==> src/rtl/serial_sub_pkg.sv <==
// Shared types and sizing helpers for the bit-serial subtractor.
package serial_sub_pkg;

  typedef enum logic [1:0] {
    IDLE = 2'd0,
    RUN  = 2'd1,
    DONE = 2'd2
  } state_t;

  // Counter must hold WIDTH itself, reached on the final RUN edge.
  function automatic int cnt_width(input int width);
    return $clog2(width + 1);
  endfunction

endpackage

==> src/rtl/full_subtractor_cell.sv <==
// One-bit combinational full subtractor: d = a - b - bin, with borrow out.
module full_subtractor_cell (
  input  logic a,
  input  logic b,
  input  logic bin,
  output logic d,
  output logic bout
);

  assign d    = a ^ b ^ bin;
  assign bout = (~a & b) | (~(a ^ b) & bin);

endmodule

==> src/rtl/serial_subtractor.sv <==
// Bit-serial unsigned subtractor: one bit per clock, LSB first, parallel load and result.
// Handshake: start is sampled only in IDLE; done pulses one cycle when diff/bout update.
module serial_subtractor
  import serial_sub_pkg::*;
#(
  parameter int WIDTH = 8
) (
  input  logic             clk,
  input  logic             rst_n,
  input  logic             start,
  input  logic [WIDTH-1:0] a_in,
  input  logic [WIDTH-1:0] b_in,
  input  logic             bin_in,
  output logic             busy,
  output logic             done,
  output logic [WIDTH-1:0] diff,
  output logic             bout
);

  localparam int CW = cnt_width(WIDTH);
  localparam logic [CW-1:0] LAST = CW'(WIDTH - 1);

  state_t           state;
  state_t           state_next;
  logic [CW-1:0]    cnt;
  logic [WIDTH-1:0] a_sh;
  logic [WIDTH-1:0] b_sh;
  logic [WIDTH-1:0] r_sh;
  logic [WIDTH-1:0] r_next;
  logic [WIDTH-1:0] d_msb;
  logic             borrow;
  logic             cell_d;
  logic             cell_bout;
  logic             last_bit;

  full_subtractor_cell u_cell (
    .a    (a_sh[0]),
    .b    (b_sh[0]),
    .bin  (borrow),
    .d    (cell_d),
    .bout (cell_bout)
  );

  assign last_bit = (cnt == LAST);

  // New difference bit enters at the MSB; works for WIDTH=1 as well.
  always_comb begin
    d_msb            = '0;
    d_msb[WIDTH-1]   = cell_d;
    r_next           = (r_sh >> 1) | d_msb;
  end

  always_ff @(posedge clk or negedge rst_n) begin
    if (!rst_n) state <= IDLE;
    else        state <= state_next;
  end

  always_comb begin
    state_next = state;
    case (state)
      IDLE:    if (start) state_next = RUN;
      RUN:     if (last_bit) state_next = DONE;
      DONE:    state_next = IDLE;
      default: state_next = IDLE;
    endcase
  end

  always_ff @(posedge clk or negedge rst_n) begin
    if (!rst_n) begin
      cnt    <= '0;
      a_sh   <= '0;
      b_sh   <= '0;
      r_sh   <= '0;
      borrow <= 1'b0;
      diff   <= '0;
      bout   <= 1'b0;
    end else begin
      case (state)
        IDLE: begin
          if (start) begin
            a_sh   <= a_in;
            b_sh   <= b_in;
            borrow <= bin_in;
            cnt    <= '0;
          end
        end
        RUN: begin
          a_sh   <= a_sh >> 1;
          b_sh   <= b_sh >> 1;
          r_sh   <= r_next;
          borrow <= cell_bout;
          cnt    <= cnt + CW'(1);
          if (last_bit) begin
            diff <= r_next;
            bout <= cell_bout;
          end
        end
        default: ;
      endcase
    end
  end

  assign busy = (state != IDLE);
  assign done = (state == DONE);

endmodule

==> config.mk <==
export PLATFORM = sky130hd
export DESIGN_NAME = serial_subtractor
export DESIGN_NICKNAME = d
export VERILOG_FILES = /design/src/rtl/serial_sub_pkg.sv /design/src/rtl/full_subtractor_cell.sv /design/src/rtl/serial_subtractor.sv
export SDC_FILE = /design/constraint.sdc
export NUM_CORES = 1
export LEC_CHECK = 0
export BUFFER_PORTS_ARGS = -buffer_cell sky130_fd_sc_hd__buf_2
export CELL_PAD_IN_SITES_DETAIL_PLACEMENT = 1
export CELL_PAD_IN_SITES_GLOBAL_PLACEMENT = 1
export CORE_MARGIN = 10
export CORE_UTILIZATION = 45
export DETAILED_ROUTE_END_ITERATION = 10
export GPL_TIMING_DRIVEN = 0
export MAX_ROUTING_LAYER = met4
export PLACE_DENSITY_LB_ADDON = 0.1
export SYNTH_ARGS = -nofsm -noshare
export SYNTH_HDL_FRONTEND = slang
export SYNTH_SLANG_ARGS = --single-unit
export TNS_END_PERCENT = 30
==> constraint.sdc <==
create_clock -name clk -period 3.9 [get_ports clk]
set_input_delay 0 -clock clk [delete_from_list [all_inputs] [get_ports clk]]
set_output_delay 0 -clock clk [all_outputs]
set_load 0.01 [all_outputs]
==> metrics.yaml <==
cts:
  clock_sinks: 39
  cts_buffers: 5
  cts_setup_buffers: 0
  path_clk_slew_ns: 0.08
  cts_root_buf: "clkbuf_8"
  clk_latency_ns: 0.30
  cts_resized: 0
  htreeDepth: 2
  cts_tree: "built"
  clockBufferDepth: 2
  hold_buffers: 4
setup_path:
  critPathCaptureType: "output port"
  reg2regPathDepth: 4
  cp.required_ns: 3.90
  cpMaxStageDelayCell: "dfrtp_1"
  path_depth: 4
  cpMostUsedCell: "buf_2"
  worst_setup_path_start_kind: "flip-flop"
  worstPathArrival_ns: 1.66
  crit_family: "buffers and inverters"
  path_cells: "buf_2 > clkbuf_1 > nor2b_1 > buf_2"
  path_class: "reg -> out"
  critPathMaxFanout: 10
  max_stage_delay_ns: 0.40
  cp.buffers_inverters: 3
global_routing:
  overflow: 0
  antenna_found_initial: 0
  grt_use_total_pct: 14.02
  grt_pass1_wl_um: 6989
  grt_max_degree: 40
  grt_pass1_vias: 1370
timing:
  final-max-slew-violation-count: 0
  finalHoldWorstSlack_ns: -0.006808
  fin_crit_sh_pct: 42.50
  relSlewSlack_pct: 41.81
  setup_tns_ns: 0
  max_freq_ghz: 0.6034
  worst_pin_slew_ns: 0.8728
  setup_viol: 0
  final_hold_viol_count: 1
  rsz0062_at_grt: "false"
  skew_ns: 0.01104
  finalCriticalPeriod_ns: 1.657
placement:
  io_buffers: 30
  dpl.hpwl_um: 2838
  gp_congestion: 0.7100
final_layout:
  area_growth_pct: 22.65
  regArea_um2: 975.9
  diodes: 0
  nets: 223
  fill_cells: 423
  drive_above_1_share_pct: 25.25
  multi_input_area_um2: 674.4
power:
  seqPwrFrac_pct: 40.1
  swShare_pct: 36.33
  power_density_nw_per_um2: 830.1
  totalPowerFinal_mw: 1.738
  p_int_mw: 1.106
  p_leak_nw: 0.9742
  switching_power_mw: 0.6312
  p_clk_share_pct: 23.2
  p_comb_share_pct: 36.8
  ir_drop_v: 0.0003905
route:
  totalWireLength_um: 4142
  drc: 0
  drt_first_pass_iters: 4
  ant_nets: 0
  wl_per_cell_um: 16.57
  top_layer: "met4"
  vias: 1320
  wl_met1_um: 1914
  drt_iter0_drc: 76
  met2_length_um: 1946
  via_per_inst: 5.280
  met3_length_um: 238
floorplan:
  dieArea_um2: 6656
  rows: 22
  core-area_um2: 3661
  die_h_um: 81.59
  ios: 31
  die_width_um: 81.59
  start_util_pct: 46.62
synthesis:
  synthesis.area_um2: 1707
  synth-seq-cells: 39
  synth_top_area_cell: "dfrtp_1"
  ys_seq_area_share_pct: 57.18
  synth_area_per_cell_um2: 10.67
  yosys-top-cells-area: "dfrtp_1 (57%), nand2_1 (6.6%), a22oi_1 (6.2%)"
  synth.top_cell.area_share_pct: 57.18
  synthDistinctLibCells: 22
  synth_nets: 182
  synth_cells: 160
  yosys_warnings: 0
min_path:
  holdPathStages: 3
  hold_class: "in -> reg"
run_status:
  status: "finished, violations left"
  violations: "hold timing"
flow_run:
  max_cap_viol_count: 0
-- cell type report --
class / instances / share of cell area, %
sequential: 39 / 46.62
timing repair buffer: 34 / 9.085
clock buffer: 5 / 3.288
multi-input combinational: 107 / 32.22
tap: 48 / 2.869
clock inverter: 3 / 3.228
buffer: 10 / 1.973
inverter: 4 / 0.7173
-- cell usage after synthesis --
cell       count
nand2b_1       1
dfrtp_1       39
nor3_4         1
nor2_1         3
a22o_1         2
a32o_1         2
o311ai_0       1
ha_1           1
nor2b_1       11
nand3_1        2
inv_1          4
o21ai_0       16
a2bb2oi_1      3
clkbuf_1       7
o21bai_1       1
mux2i_1        1
mux2_2         9
a22oi_1       14
a21oi_1        8
buf_2          3
nand2_1       30
fa_1           1
-- registers in the layout, indices dropped and copies added (netlist names) --
signal	count
state	2
b_sh	8
cnt	4
borrow	1
r_sh	7
a_sh	8
bout	1
diff	8
-- worst paths after layout --
check	startpoint	to	slack [ns]
max	state[1]	done	2.24
min	b_in[6]	b_sh[6]	-0.007
max reg2reg	cnt[0]	diff[0]	2.27
min reg2reg	a_sh[3]	a_sh[3]	0.49
max in group asynchronous	rst_n	cnt[3]	3.00
min in group asynchronous	rst_n	bout	0.34
-- logic make-up (layout without fill, tap and decap cells) --
| logic type | after synthesis | count (layout) | share of synthesized area (%) |
|---|---|---|---|
| flip-flops | 39 | 39 | 57.18 |
| buffers and inverters | 14 | 56 | 3.299 |
| AO/OA/AOI/OAI | 47 | 47 | 17.89 |
| adder cells (fa/ha/maj) | 2 | 2 | 1.906 |
| multiplexers | 10 | 10 | 6.525 |
| AND/OR/NAND/NOR | 48 | 48 | 13.20 |
-- tightest hold or removal path, cell delays in order --
cell	delay, ns
buf_2	0.07
a21oi_1	0.04
o21ai_0	0.13
-- power by group through the flow --
stage / clock network [mW] / registers [mW] / logic, mW
floorplan: 0 / 0.696 / 0.425
finish: 0.402 / 0.696 / 0.639
global route: 0.431 / 0.723 / 0.727
global placement: 0 / 0.690 / 0.606
CTS: 0.410 / 0.697 / 0.655
detailed placement: 0 / 0.703 / 0.637
-- layout by cell type, fill, tap and decap left out, types with 3 or more instances in the layout --
cell / instances
a21oi_1: 8
a22oi_1: 14
a2bb2oi_1: 3
buf_2: 33
clkbuf_1: 7
clkbuf_8: 5
dfrtp_1: 39
dlygate4sd3_1: 4
inv_1: 4
mux2_2: 9
nand2_1: 30
nor2_1: 3
nor2b_1: 11
o21ai_0: 16
-- through the flow --
| stage | instances | hold WS, ns | utilization [%] | worst slack (ns) | instance area (um2) |
|---|---|---|---|---|---|
| floorplan | 160 | -0.2956 | - | 2.475 | 1707 |
| global placement | 238 | 0.1489 | 52.36 | 2.320 | 1917 |
| detailed placement | 238 | 0.1618 | 52.36 | 2.258 | 1917 |
| CTS | 250 | 0.0004418 | 57.18 | 2.245 | 2093 |
| global route | 250 | 0.006128 | 57.18 | 2.110 | 2093 |
| finish | 250 | -0.006808 | 57.18 | 2.243 | 2093 |
-- metal layers --
layer	vias up	GRT usage, %
li1	641	-
met1	651	17.53
met2	23	20.93
met3	5	5.349
met4	0	3.571
met5	-	-
Note: power is estimated with default switching activity, not from simulation.
